**config.mk**
```make
export PLATFORM = sky130hd
export DESIGN_NAME = input_conditioner
export DESIGN_NICKNAME = d
export VERILOG_FILES = /design/src/rtl/input_cond_pkg.sv /design/src/rtl/debounce_cell.sv /design/src/rtl/input_conditioner.sv
export SDC_FILE = /design/constraint.sdc
export NUM_CORES = 1
export LEC_CHECK = 0
export ABC_AREA = 1
export CAP_MARGIN = 20
export CORE_ASPECT_RATIO = 1.5
export CORE_MARGIN = 4
export CORE_UTILIZATION = 56
export DETAILED_ROUTE_END_ITERATION = 10
export PLACE_DENSITY_LB_ADDON = 0.08
export SETUP_SLACK_MARGIN = 0.15
export SYNTH_ARGS = -nofsm -noshare
export SYNTH_HDL_FRONTEND = slang
export SYNTH_SLANG_ARGS = --single-unit
```
**constraint.sdc**
```tcl
create_clock -name HCLK -period 3.9 [get_ports HCLK]
set_clock_uncertainty 0.05 [all_clocks]
set_input_delay 0.975 -clock HCLK [delete_from_list [all_inputs] [get_ports HCLK]]
set_output_delay 0.975 -clock HCLK [all_outputs]
set_load 0.01 [all_outputs]
```
**src/rtl/input_cond_pkg.sv**
```systemverilog
// Shared constants and helpers for the board input conditioner.
package input_cond_pkg;

   // 20 ms of stable input at a 50 MHz HCLK
   localparam int unsigned DEFAULT_DEBOUNCE_CYCLES = 1_000_000;

   // Bits needed for a debounce counter that counts up to n-1 without wrapping
   function automatic int unsigned cnt_width(input int unsigned n);
      return $clog2(n + 1);
   endfunction

endpackage

```
**src/rtl/debounce_cell.sv**
```systemverilog
// One debounce cell. It holds a stable value and updates it only after the
// synchronised input has differed from it for DEBOUNCE_CYCLES consecutive
// cycles. A WIDTH>1 cell treats its input as a single word: the counter keeps
// running while the word differs from the stable value, even if the word
// itself moves, and the word seen on the completing cycle is captured.
module debounce_cell
   import input_cond_pkg::*;
#(
   parameter int unsigned      WIDTH           = 1,
   parameter int unsigned      DEBOUNCE_CYCLES = DEFAULT_DEBOUNCE_CYCLES,
   parameter logic [WIDTH-1:0] RESET_VAL       = '0
) (
   input  logic             HCLK,
   input  logic             HRESETn,
   input  logic [WIDTH-1:0] d,
   output logic [WIDTH-1:0] q,
   output logic             changed,
   output logic [WIDTH-1:0] rose
);

   localparam int unsigned   CW       = cnt_width(DEBOUNCE_CYCLES);
   localparam logic [CW-1:0] CNT_LAST = CW'(DEBOUNCE_CYCLES - 1);

   logic [WIDTH-1:0] stable_q, stable_d;
   logic [CW-1:0]    cnt_q, cnt_d;
   logic             changed_q, changed_d;
   logic [WIDTH-1:0] rose_q, rose_d;

   // Next state: clear on agreement, commit on the last differing cycle, else count
   always_comb begin
      stable_d  = stable_q;
      cnt_d     = cnt_q;
      changed_d = 1'b0;
      rose_d    = '0;
      if (d == stable_q) begin
         cnt_d = '0;
      end else if (cnt_q == CNT_LAST) begin
         stable_d  = d;
         cnt_d     = '0;
         changed_d = 1'b1;
         rose_d    = d & ~stable_q;
      end else begin
         cnt_d = cnt_q + CW'(1);
      end
   end

   // State and pulse registers; pulses land in the same cycle as the new value
   always_ff @(posedge HCLK or negedge HRESETn) begin
      if (!HRESETn) begin
         stable_q  <= RESET_VAL;
         cnt_q     <= '0;
         changed_q <= 1'b0;
         rose_q    <= '0;
      end else begin
         stable_q  <= stable_d;
         cnt_q     <= cnt_d;
         changed_q <= changed_d;
         rose_q    <= rose_d;
      end
   end

   assign q       = stable_q;
   assign changed = changed_q;
   assign rose    = rose_q;

endmodule

```
**src/rtl/input_conditioner.sv**
```systemverilog
// Board input front end: synchronises the raw keys and switches into HCLK,
// debounces each key independently and the switch word as a whole, and
// presents clean levels plus single-cycle change pulses to the SoC.
module input_conditioner
   import input_cond_pkg::*;
#(
   parameter int unsigned N_BUTTONS       = 2,
   parameter int unsigned N_SWITCHES      = 16,
   parameter int unsigned SYNC_STAGES     = 2,
   parameter int unsigned DEBOUNCE_CYCLES = DEFAULT_DEBOUNCE_CYCLES
) (
   input  logic                  HCLK,
   input  logic                  HRESETn,
   input  logic [N_BUTTONS-1:0]  KEY_n,
   input  logic [N_SWITCHES-1:0] SW,
   output logic [N_BUTTONS-1:0]  Buttons,
   output logic [N_BUTTONS-1:0]  ButtonPressed,
   output logic [N_SWITCHES-1:0] Switches,
   output logic                  SwitchesChanged
);

   logic [N_BUTTONS-1:0]  key_sync;
   logic [N_BUTTONS-1:0]  btn_changed;
   logic [N_SWITCHES-1:0] sw_sync;
   logic [N_SWITCHES-1:0] sw_rose;
   logic                  unused_pulses;

   genvar gi;

   // Keys: invert at the chain input so everything downstream is active-high.
   // The flops reset to the released state, which is 0 after the inversion.
   for (gi = 0; gi < N_BUTTONS; gi++) begin : g_key
      logic [SYNC_STAGES-1:0] chain_q;

      // Plain shift chain, nothing between stages
      always_ff @(posedge HCLK or negedge HRESETn) begin
         if (!HRESETn) begin
            chain_q <= '0;
         end else begin
            chain_q <= {chain_q[SYNC_STAGES-2:0], ~KEY_n[gi]};
         end
      end

      assign key_sync[gi] = chain_q[SYNC_STAGES-1];

      debounce_cell #(
         .WIDTH           (1),
         .DEBOUNCE_CYCLES (DEBOUNCE_CYCLES),
         .RESET_VAL       (1'b0)
      ) u_key_db (
         .HCLK    (HCLK),
         .HRESETn (HRESETn),
         .d       (key_sync[gi]),
         .q       (Buttons[gi]),
         .changed (btn_changed[gi]),
         .rose    (ButtonPressed[gi])
      );
   end

   // Switches: one synchroniser chain per bit, reset to 0
   for (gi = 0; gi < N_SWITCHES; gi++) begin : g_sw
      logic [SYNC_STAGES-1:0] chain_q;

      // Plain shift chain, nothing between stages
      always_ff @(posedge HCLK or negedge HRESETn) begin
         if (!HRESETn) begin
            chain_q <= '0;
         end else begin
            chain_q <= {chain_q[SYNC_STAGES-2:0], SW[gi]};
         end
      end

      assign sw_sync[gi] = chain_q[SYNC_STAGES-1];
   end

   // The whole switch word shares one debounce cell so it updates atomically
   debounce_cell #(
      .WIDTH           (N_SWITCHES),
      .DEBOUNCE_CYCLES (DEBOUNCE_CYCLES),
      .RESET_VAL       ({N_SWITCHES{1'b0}})
   ) u_sw_db (
      .HCLK    (HCLK),
      .HRESETn (HRESETn),
      .d       (sw_sync),
      .q       (Switches),
      .changed (SwitchesChanged),
      .rose    (sw_rose)
   );

   // Per-key change pulses and per-bit switch rises are not needed by the SoC
   assign unused_pulses = ^{btn_changed, sw_rose};

endmodule
```
**Word-level counts from Yosys, hierarchy flattened**

Cells that the tools add are included.

- Add/subtract/negate cells: 3
- $mul: 0
- Div/mod/pow operators: 0
- Order comparisons: 0
- Eq/ne operators: 6
- Shift operators: 0
- Muxes and demuxes: 12
- Bitwise logic cells: 9
- Reduce and logical (&&, ||, !) cells: 3

Operators by type and width:

| cell | number |
|---|---|
| $mux W20 | 6 |
| $add A20 B1 Y20 const B | 3 |
| $eq A20 B20 Y1 const B | 3 |
| $eq A16 B16 Y1 | 1 |
| $not A1 Y1 | 7 |
| $mux W1 | 6 |
| $reduce_and A2 Y1 | 3 |
| $and A1 B1 Y1 | 2 |
| $eq A1 B1 Y1 | 2 |

- Bits in registers: 117
- Latch bits: 0
- Bits in writable memories: 0
- Memory bits (read-only): 0
- Output and inout bits: 21
- Word-level logic and storage cells: 60
- Memories kept: 0

**Logic depth before layout (Yosys ltp)**

Gate-level depths: netlist of run 1.

- Word-level depth: 4
- Gate-level depth with buffers: 11
- Gate-level depth less buffers: 10

**By module**

A second synthesis of run 1 with hierarchy kept.

- Cells, all modules: 727
- Area total of the unflattened synthesis: 6431.2 sq um

By module, submodules not included:

| module | times used | cells an instance | area each (sq um) | sequential area each (sq um) |
|---|---|---|---|---|
| debounce_cell (u_sw_db) | 1 | 343 | 2787.7 | 1326.3 |
| debounce_cell (g_key[0].u_key_db ...) | 2 | 173 | 1367.6 | 575.6 |
| input_conditioner | 1 | 38 | 908.4 | 900.9 |

**Worst setup path before layout of run 1**

Ideal clock, no wire load.

- Path kind: reg2out
- From: register g_key[0].u_key_db.stable_q
- To: output port Buttons[0]
- Arrival: 0.498 ns
- Data required time: 2.875 ns
- Slack: 2.377 ns
- Cell stages (with the launch flop): 2
- Buffers on the path: 1
- Cells stage by stage: dfrtp_1 -> buf_4

RTL lines:

| item | line | text |
|---|---|---|
| from (decl) | debounce_cell.sv:24 | `logic [WIDTH-1:0] stable_q, stable_d;` |
| from (signal assigned) | debounce_cell.sv:55 | `stable_q <= stable_d;` |
| to (decl) | input_conditioner.sv:16 | `output logic [N_BUTTONS-1:0] Buttons,` |

No word-level cell between the ends.

**Worst setup path after layout of run 1**

- From: register u_sw_db.stable_q[10] (netlist: u_sw_db.q[10])
- To: output port Switches[10]

RTL lines:

| item | line | text |
|---|---|---|
| from (decl) | debounce_cell.sv:24 |  |
| from (signal assigned) | debounce_cell.sv:55 |  |
| to (decl) | input_conditioner.sv:18 | `output logic [N_SWITCHES-1:0] Switches,` |

No word-level cell between the ends.

==> summary.txt, run 1 <==
Cells and area
  • Area Overhead vs Synth: 18.0%
  • Antenna cells: 0
  • FILL cells: 748
  • Layout cells sized above 1: around 7.6%
  • Fin nets: 722

Synth
  • Netlist cell types: 31
  • Post-synthesis register bit count: 117
  • Yosys warns: 0
  • Simple-gate share of the synthesized area: 31.6%
  • Synthesized area: ~5500 µm²
  • Top cells by area, synth: dfrtp_1 54%, nand2_1 11%, nor2_1 7.5%, inv_1 6.1%, nand3_1 4.5%
  • Top FF cell, synth: dfrtp_1
  • Asr flop ratio synth: 100%
  • EDFF count, synth: 0
  • Post-Synth Adder-Cell Area: 1.14%
  • Register area share after synthesis: 53.5%
  • Mux share of post-synthesis cell area: 0%
  • Xor-xnor portion of the synthesized cell area: ~4.3%
  • Top-area cell type share of the netlist area: between 50% and 60%
  • Synthesized net count: 673
  • Mapped Cells: ~650
  • Syn_area_per_cell: between 8 and 9 µm²
  • Top-count cell post-synth: nand2_1
  • Main combinational cell family by area after synthesis: simple AND/OR/NAND/NOR gates
  • Area leader, netlist: dfrtp_1
  • Compound-Gate Fraction of Synth Area: 1.35%
  • Post-synth top cells: 155 x nand2_1, 117 x dfrtp_1, 109 x nor2_1

Setup path
  • Critical path's top delay family: buffers and inverters
  • Critical Path Max Stage Delay: ~570 ps
  • CP max-delay cell: clkdlybuf4s50_1
  • WP data required: around 2900 ps
  • Critical path startpoint category: flip-flop
  • Worst Path Buf+Inv: 1
  • Worst setup EP type: output pin
  • Crit-path cells: clkdlybuf4s50_1
  • Critical path class: reg -> out
  • Critical Path AT: 1360 ps
  • CP Max Fanout: 4

Timing
  • Setup-failing EPs final: 0
  • RSZ-0062 raised after global routing: false
  • Fin crit share: about three fifths
  • Slew headroom: between 40% and 50%
  • Max-slew violations: 0
  • Setup_tns: 0 ps
  • F_max: 419 MHz
  • Worst Tran Pin Value: 790 ps
  • Hold_ws: ~290 ps
  • Tmin final: about 2400 ps
  • Final Hold Vio Count: 0

Clocking
  • Setup bufs post-CTS: 0
  • Clk sink count: about 120
  • # H-tree levels: 4
  • TritonCTS clock tree: yes
  • CTS resizes: 0
  • Clock-pin slew on the worst setup and hold paths: approximately 50 ps
  • Post-CTS Hold Buffers: 0
  • Clk root buf: clkbuf_16
  • TritonCTS buffer count: 17
  • Clock Latency Late Sink: a little over 400 ps
  • Max Root-Sink Buffers: 2

Floorplanning
  • Starting Density: 58.1%
  • DIE AREA: around 11000 µm²
  • Site row count: 43
  • Die width: 88.7 µm
  • Die Y: 129 µm
  • I/O Pins: a little over 40
  • Area of the core: approximately 9400 µm²

Place
  • DP HPWL: about 7.5 mm
  • IO buf count: 40
  • GP Congestion: between 0.8 and 0.9

Power
  • Leak: 3.10 nW
  • Worst vdd ir: 0.331 mV
  • PD cells: between 400 and 500 nW/µm²

Drt
  • DRT Wirelength: 10.7 mm
  • Antenna Nets Post-Route: 0
  • Drt drc: 0
  • WL/cell: around 13 µm
  • Vias/cell: ~5.1
  • Initial DRC Count: between 200 and 300
  • Drt pass-1 iters: 5
  • Total number of vias: roughly 4200

Job
  • # Max-Cap Violations: 0

Global route
  • Largest net degree at the start of global routing: 64
  • Total track usage: between 20% and 30%
  • Initial antenna violation count: 0
  • Remaining Overflow, GRT: 0
  • First-pass GRT wire length: 18.8 mm
  • Number of global-route vias before repair: roughly 4100

Worst hold path
  • Hold crit path type: reg -> reg

Status
  • Outcome: complete, no violations
[sequential cells by signal (all words and copies together), names as in the netlist]
signal                cells
u_sw_db.changed           1
g_key.u_key_db.rose       2
u_sw_db.cnt_q            20
u_sw_db.q                16
g_key.chain_q             4
g_sw.chain_q             32
g_key.u_key_db.q          2
g_key.u_key_db.cnt_q     40
[stage by stage]
step	utilization [%]	instances	cell area (µm²)	total power, mW	worst slack (ps)
floorplan	-	648	5470	1.38	2380
CTS	68.6	821	6460	2.85	1480
finish	68.6	821	6460	2.82	1510
global route	68.6	821	6460	2.93	1450
global placement	63.0	790	5930	1.44	1950
detailed placement	63.0	790	5930	1.45	1920
[metal layers]
metal	global-route usage [%]	vias to the layer above	routed length, µm
met2	34.9	101	5500
li1	-	2110	-
met5	0	-	0
met4	8.63	0	201
met3	6.36	20	523
met1	25.8	1945	4430
[where the power goes]
part	internal, mW	switching [mW]	total [mW]
Sequential	1.26	0.0383	1.30
Combinational	0.0558	0.0752	0.131
Clock	0.898	0.489	1.39
Total	2.22	0.603	2.82
[layout by cell type, fill, tap and decap left out, types with 4 or more instances in the layout]
| master | instances |
|---|---|
| nand4_1 | 14 |
| nor2_1 | 109 |
| inv_1 | 89 |
| nand2_1 | 155 |
| clkbuf_1 | 7 |
| nand3_1 | 49 |
| xnor2_1 | 4 |
| clkinv_2 | 4 |
| a21oi_1 | 7 |
| clkbuf_16 | 17 |
| ha_1 | 5 |
| dfrtp_1 | 117 |
| o21ai_0 | 4 |
| nor3_1 | 24 |
| xor2_1 | 23 |
| clkdlybuf4s50_1 | 39 |
| nor2_2 | 13 |
[worst paths after layout]
kind | from | end | slack, ps | cells past startpoint
max | u_sw_db.q[10] | Switches[10] | 1510 | 1
min | g_sw[7].chain_q[0] | g_sw[7].chain_q[1] | 290 | 0
max reg2reg | u_sw_db.cnt_q[0] | u_sw_db.q[8] | 2040 | 8
min reg2reg | g_sw[7].chain_q[0] | g_sw[7].chain_q[1] | 290 | 0
max in group asynchronous | HRESETn | g_key[1].u_key_db.cnt_q[18] | 2450 | 2
min in group asynchronous | HRESETn | u_sw_db.cnt_q[11] | 610 | 1
[worst register-to-register path: stages, from the launching register on]
cell	delay (ps)
dfrtp_1	400
ha_1	210
nand3_1	140
nor2_1	180
nand2_2	110
nor2_8	260
nand2_4	200
nand2_1	130
nand2_1	60
[final cells by class]
type,instances,area [µm²],area share (%)
Clock buffer,26,479,7.42
Clock inverter,5,50.0,0.775
Inverter,90,338,5.23
Multi-Input combinational cell,430,2100,32.6
Sequential cell,117,2930,45.3
Tap cell,112,140,2.17
Timing Repair Buffer,41,418,6.47
[cells by family after synthesis]
family / count (synthesis)
flip-flops: 117
adder cells (fa/ha/maj): 5
buffers and inverters: 101
AO/OA/AOI/OAI: 14
AND/OR/NAND/NOR: 384
XOR/XNOR: 27
No activity file was read; power rests on OpenSTA's default activity.
==> inputs of run 2 (changes only) <==
==> constraint.sdc (replaced) <==
create_clock -name HCLK -period 2.2 [get_ports HCLK]
set_clock_uncertainty 0.05 [all_clocks]
set_input_delay 0.55 -clock HCLK [delete_from_list [all_inputs] [get_ports HCLK]]
set_output_delay 0.55 -clock HCLK [all_outputs]
set_load 0.01 [all_outputs]
==> run 2 against run 1 <==
Against the previous run: power grew 91%; register-to-register slack got worse by 1700 ps; count of clock-buffer cells in the layout down 8; worst hold slack lost 250 ps; first-iteration DRC count down 15%; via count grew 1.8%; non-clock buffer count is 3 higher; clock power is 100% higher; sequential share of layout area decreased by 0.82 points; core utilization rose by 1.3 points; worst setup slack got worse by 1300 ps.
==> summary.txt, run 2 (same netlist as run 1, synthesis figures left out) <==
Place
  • IO buf count: 40
  • Post-placement cell count: approximately 790
  • DP HPWL: slightly below 8 mm
  • Setup WS pre-CTS: ~440 ps
  • GP Congestion: 0.910

Clocking
  • TritonCTS buffer count: 17
  • Setup bufs post-CTS: 0
  • Clk root buf: clkbuf_16
  • TritonCTS clock tree: yes
  • Post-CTS Hold Buffers: 0
  • Clk sink count: ~120
  • Max Root-Sink Buffers: 2
  • # H-tree levels: 4
  • Clock Latency Late Sink: 410 ps
  • CTS resizes: 0
  • Clock-pin slew on the worst setup and hold paths: ~60 ps

Cells and area
  • Final std cells w/o fill: 825
  • Regs by FF count: g_key.u_key_db.cnt_q (40), g_sw.chain_q (32), u_sw_db.cnt_q (20)
  • Max reg flops: 40
  • Commonest non-fill, non-tap cell in the layout: nand2_1
  • Layout Utilization: a little over two thirds
  • Fin nets: just over 700
  • Reg with most FFs: g_key.u_key_db.cnt_q
  • Multi-input logic area: around 2100 µm²
  • FILL cells: ~750
  • Leading cell types in the layout, fill and taps excluded: 155 x nand2_1, 117 x dfrtp_1, 109 x nor2_1
  • Area Overhead vs Synth: 20.2%
  • Layout cells sized above 1: a little over 9%
  • FF+latch area: between 2000 and 3000 µm²
  • Antenna cells: 0

Timing
  • F_max: ~500 MHz
  • Worst Tran Pin Value: between 400 and 500 ps
  • Tmin final: around 2000 ps
  • Slew headroom: a little over two thirds
  • Fin crit share: 90.4%
  • Setup-failing EPs final: 0
  • Max-slew violations: 0
  • Hold_ws: ~44 ps
  • Fin worst setup slack: around 210 ps
  • Final Hold Vio Count: 0
  • Setup_tns: 0 ps
  • RSZ-0062 raised after global routing: false

Setup path
  • Critical path class: reg -> out
  • Critical path startpoint category: flip-flop
  • Stages on the worst setup path: 1
  • End of the critical path: Switches[5]
  • CP Max Fanout: 4
  • Reg2reg start: g_key[0].u_key_db.cnt_q[0]
  • CP max-delay cell: clkdlybuf4s50_1
  • Reg2reg setup slack: around 380 ps
  • Worst setup EP type: output pin
  • Critical path's top delay family: buffers and inverters
  • Critical Path Max Stage Delay: 570 ps
  • CP startpoint: u_sw_db.q[5]
  • Critical Path AT: roughly 1400 ps
  • Cells on worst reg2reg path: 6
  • WP data required: ~1600 ps
  • Crit Reg-Reg Endpoint: g_key[0].u_key_db.cnt_q[0]
  • Worst Path Buf+Inv: 1
  • Crit-path cells: clkdlybuf4s50_1

Drt
  • Total number of vias: between 4000 and 5000
  • Antenna Nets Post-Route: 0
  • Initial DRC Count: 217
  • DRT Wirelength: between 10 and 15 mm
  • Drt drc: 0
  • Vias/cell: 5.16
  • Drt pass-1 iters: 5
  • WL/cell: ~14 µm

Floorplanning
  • Starting Density: 58.1%
  • DIE AREA: ~11000 µm²
  • Die Y: roughly 130 µm
  • Site row count: 43
  • Die width: between 80 and 90 µm
  • I/O Pins: 41
  • Area of the core: 9420 µm²

Global route
  • Initial antenna violation count: 0
  • Largest net degree at the start of global routing: 36
  • Number of global-route vias before repair: ~4300
  • Total track usage: a little over a fifth
  • Remaining Overflow, GRT: 0
  • First-pass GRT wire length: around 19 mm

Power
  • Leak: 3.14 nW
  • Worst vdd ir: approximately 0.6 mV
  • PD cells: approximately 820 nW/µm²

Job
  • # Max-Cap Violations: 0

Status
  • Outcome: complete, no violations

Worst hold path
  • Hold crit path type: in -> async
run 2: area by class of cell:
cell class,instances,area share [%]
well taps,112,2.13
repair buffers,44,6.89
multi-input cells,430,32.0
clock inverters,14,2.65
flip-flops and latches,117,44.5
clock buffers,18,6.68
inverters,90,5.14
run 2: worst min path at each step:
stage	startpoint	to	slack, ps
3_3_place_gp	g_sw[11].chain_q[0]	g_sw[11].chain_q[1]	280
4_1_cts	HRESETn	u_sw_db.cnt_q[16]	50
3_5_place_dp	g_sw[5].chain_q[0]	g_sw[5].chain_q[1]	280
6_report	HRESETn	u_sw_db.cnt_q[1]	40
2_1_floorplan	HRESETn	g_key[0].chain_q[0]	200
5_1_grt	HRESETn	u_sw_db.cnt_q[17]	70
run 2: metal layers:
| metal | vias to the layer above | GRT usage [%] | routed length [µm] |
|---|---|---|---|
| li1 | 2117 | - | - |
| met4 | 0 | 10.5 | 250 |
| met5 | - | 0 | 0 |
| met3 | 25 | 5.85 | 468 |
| met2 | 109 | 35.4 | 5810 |
| met1 | 2002 | 25.7 | 4640 |
run 2: power by group:
part           total, mW  switching (mW)  internal (mW)
combinational      0.239           0.134          0.105
sequential          2.30          0.0654           2.23
clock               2.84            1.03           1.82
run 2: per-stage QoR:
step	cell area [µm²]	total power, mW
global placement	5960	2.57
detailed placement	5960	2.58
finish	6580	5.38
floorplan	5470	2.45
global route	6580	5.56
CTS	6580	5.43
==> inputs of run 3 (changes only) <==
--- a/config.mk
+++ b/config.mk
@@ -10,9 +10,11 @@
 export CORE_ASPECT_RATIO = 1.5
 export CORE_MARGIN = 4
 export CORE_UTILIZATION = 56
+export CTS_BUF_LIST = sky130_fd_sc_hd__clkbuf_4
 export DETAILED_ROUTE_END_ITERATION = 10
 export PLACE_DENSITY_LB_ADDON = 0.08
 export SETUP_SLACK_MARGIN = 0.15
+export SKIP_CTS_REPAIR_TIMING = 1
 export SYNTH_ARGS = -nofsm -noshare
 export SYNTH_HDL_FRONTEND = slang
 export SYNTH_SLANG_ARGS = --single-unit
==> run 3 against run 2 <==
Against the previous run: sequential share of layout area is 1.3 points higher; wire length is 2.3% lower; register-to-register slack better by 40 ps; cell count is 1.1% higher; die area stayed put; clock power is 42% lower; count of clock-buffer cells in the layout is 1 lower; non-clock buffer count is 9 higher; largest power group is now registers.
==> summary.txt, run 3 (same netlist as run 1, synthesis figures left out) <==
Status
  • Outcome: complete, no violations

Cells and area
  • Layout cells sized above 1: around 10%
  • Antenna cells: 0
  • Max reg flops: 40
  • Regs by FF count: g_key.u_key_db.cnt_q (40), g_sw.chain_q (32), u_sw_db.cnt_q (20)
  • Leading cell types in the layout, fill and taps excluded: 155 x nand2_1, 117 x dfrtp_1, 109 x nor2_1
  • Area Overhead vs Synth: 16.7%
  • Layout Utilization: a little under 70%
  • Final std cells w/o fill: 834
  • Fin nets: about 730
  • Reg with most FFs: g_key.u_key_db.cnt_q
  • Commonest non-fill, non-tap cell in the layout: nand2_1
  • Post-route cell area: around 6400 µm²

Global route
  • Remaining Overflow, GRT: 0
  • Number of global-route vias before repair: 4176
  • Total track usage: approximately a fifth
  • First-pass GRT wire length: ~18 mm
  • Initial antenna violation count: 0
  • Largest net degree at the start of global routing: 36

Power
  • Gate power share: under 10%
  • Leak: about 3.4 nW
  • Reg power frac: a little over half
  • Power, Total: around 4.2 mW
  • Pint: 3.12 mW
  • Clock power frac: 39.7%
  • Sw Ratio: about 26%
  • Net Sw Power: 1.07 mW
  • Worst vdd ir: between 0.4 and 0.5 mV
  • PD cells: 657 nW/µm²

Place
  • Placed Area: between 5000 and 6000 µm²
  • GP Congestion: between 0.9 and 1
  • IO buf count: 40
  • DP HPWL: between 7 and 8 mm
  • Post-placement cell count: just under 800

Floorplanning
  • Starting Density: 58.1%
  • Die Y: approximately 130 µm
  • Area of the core: approximately 9400 µm²
  • Die width: ~89 µm
  • Site row count: 43
  • I/O Pins: 41
  • DIE AREA: between 10000 and 15000 µm²

Setup path
  • CP max-delay cell: clkdlybuf4s50_1
  • Critical path class: reg -> out
  • Worst setup EP type: output pin
  • Worst Path Buf+Inv: 1
  • Critical path's top delay family: buffers and inverters
  • Critical Path Max Stage Delay: 550 ps
  • Cells on worst reg2reg path: 8
  • WP data required: approximately 1600 ps
  • Critical path startpoint category: flip-flop
  • Critical Path AT: 1470 ps
  • Crit Reg-Reg Endpoint: u_sw_db.q[14]
  • Crit-path cells: clkdlybuf4s50_1
  • Reg2reg setup slack: around 420 ps
  • CP Max Fanout: 2
  • Reg2reg start: u_sw_db.cnt_q[0]

Clocking
  • Clk root buf: clkbuf_4
  • TritonCTS buffer count: 17
  • # H-tree levels: 4
  • Clock Latency Late Sink: 540 ps
  • Max Root-Sink Buffers: 2
  • Clk sink count: 117
  • TritonCTS clock tree: yes
  • Clock-pin slew on the worst setup and hold paths: about 110 ps

Timing
  • Slew headroom: a little over two thirds
  • Setup_tns: 0 ps
  • Worst Tran Pin Value: 445 ps
  • RSZ-0062 raised after global routing: true
  • Tmin final: 2070 ps
  • F_max: just under 500 MHz
  • Max-slew violations: 0
  • Setup-failing EPs final: 0
  • Final Hold Vio Count: 0
  • Fin crit share: 94.0%

Drt
  • Drt drc: 0
  • Total number of vias: ~4300
  • Vias/cell: ~5.1
  • WL/cell: about 13 µm
  • Antenna Nets Post-Route: 0
  • Initial DRC Count: ~180
  • Drt pass-1 iters: 4
  • DRT Wirelength: 10.9 mm

Worst hold path
  • Hold path depth: 0
  • Hold Startpoint: g_sw[10].chain_q[0]
  • Worst Hold End: g_sw[10].chain_q[1]
  • Hold crit path type: reg -> reg

Job
  • # Max-Cap Violations: 0
run 3: cell count changes in the layout (fill, tap and decap cells not counted), sizes merged:
| cell | before | now |
|---|---|---|
| dlymetal6s2s | 0 | 20 |
| clkinv | 4 | 5 |
| buf | 5 | 13 |
| dlygate4sd3 | 0 | 1 |
| clkdlybuf4s50 | 39 | 19 |
| clkbuf | 18 | 17 |
run 3: worst max-delay path by stage:
stage,slack [ps],depth (start not counted),from,to
3_5_place_dp,440,8,u_sw_db.cnt_q[0],u_sw_db.q[14]
3_3_place_gp,520,8,u_sw_db.cnt_q[0],u_sw_db.q[11]
6_report,130,1,u_sw_db.q[5],Switches[5]
5_1_grt,60,1,u_sw_db.q[5],Switches[5]
2_1_floorplan,710,9,u_sw_db.cnt_q[0],u_sw_db.q[11]
4_1_cts,40,1,u_sw_db.q[5],Switches[5]
run 3: power by group through the flow:
stage | registers [mW] | clock network, mW | logic, mW
final | 2.29 | 1.66 | 0.240
after global routing | 2.31 | 1.79 | 0.280
after CTS | 2.29 | 1.70 | 0.245
after detailed placement | 2.33 | 0 | 0.241
after global placement | 2.33 | 0 | 0.235
after floorplan | 2.32 | 0 | 0.131
run 3: layout make-up:
class	instances	area, µm²
multi-input combinational	430	2100
tap	112	140
clock buffer	17	128
fill	790	3030
sequential	117	2930
timing repair buffer	53	573
clock inverter	15	178
inverter	90	338
run 3: through the flow:
| stage | hold WS (ps) | setup WS [ps] |
|---|---|---|
| after floorplan | 204 | 709 |
| after global placement | 282 | 515 |
| after detailed placement | 285 | 439 |
| after CTS | -111 | 37.4 |
| after global routing | 313 | 62.2 |
| final | 309 | 132 |
run 3: per-layer routing:
layer / part of all wire [%] / global-route usage, % / routed length, µm
met5: 0 / 0 / 0
met4: 2.3 / 8.54 / 254
met3: 4.7 / 6.23 / 510
met2: 51 / 34.6 / 5580
met1: 42 / 24.8 / 4560
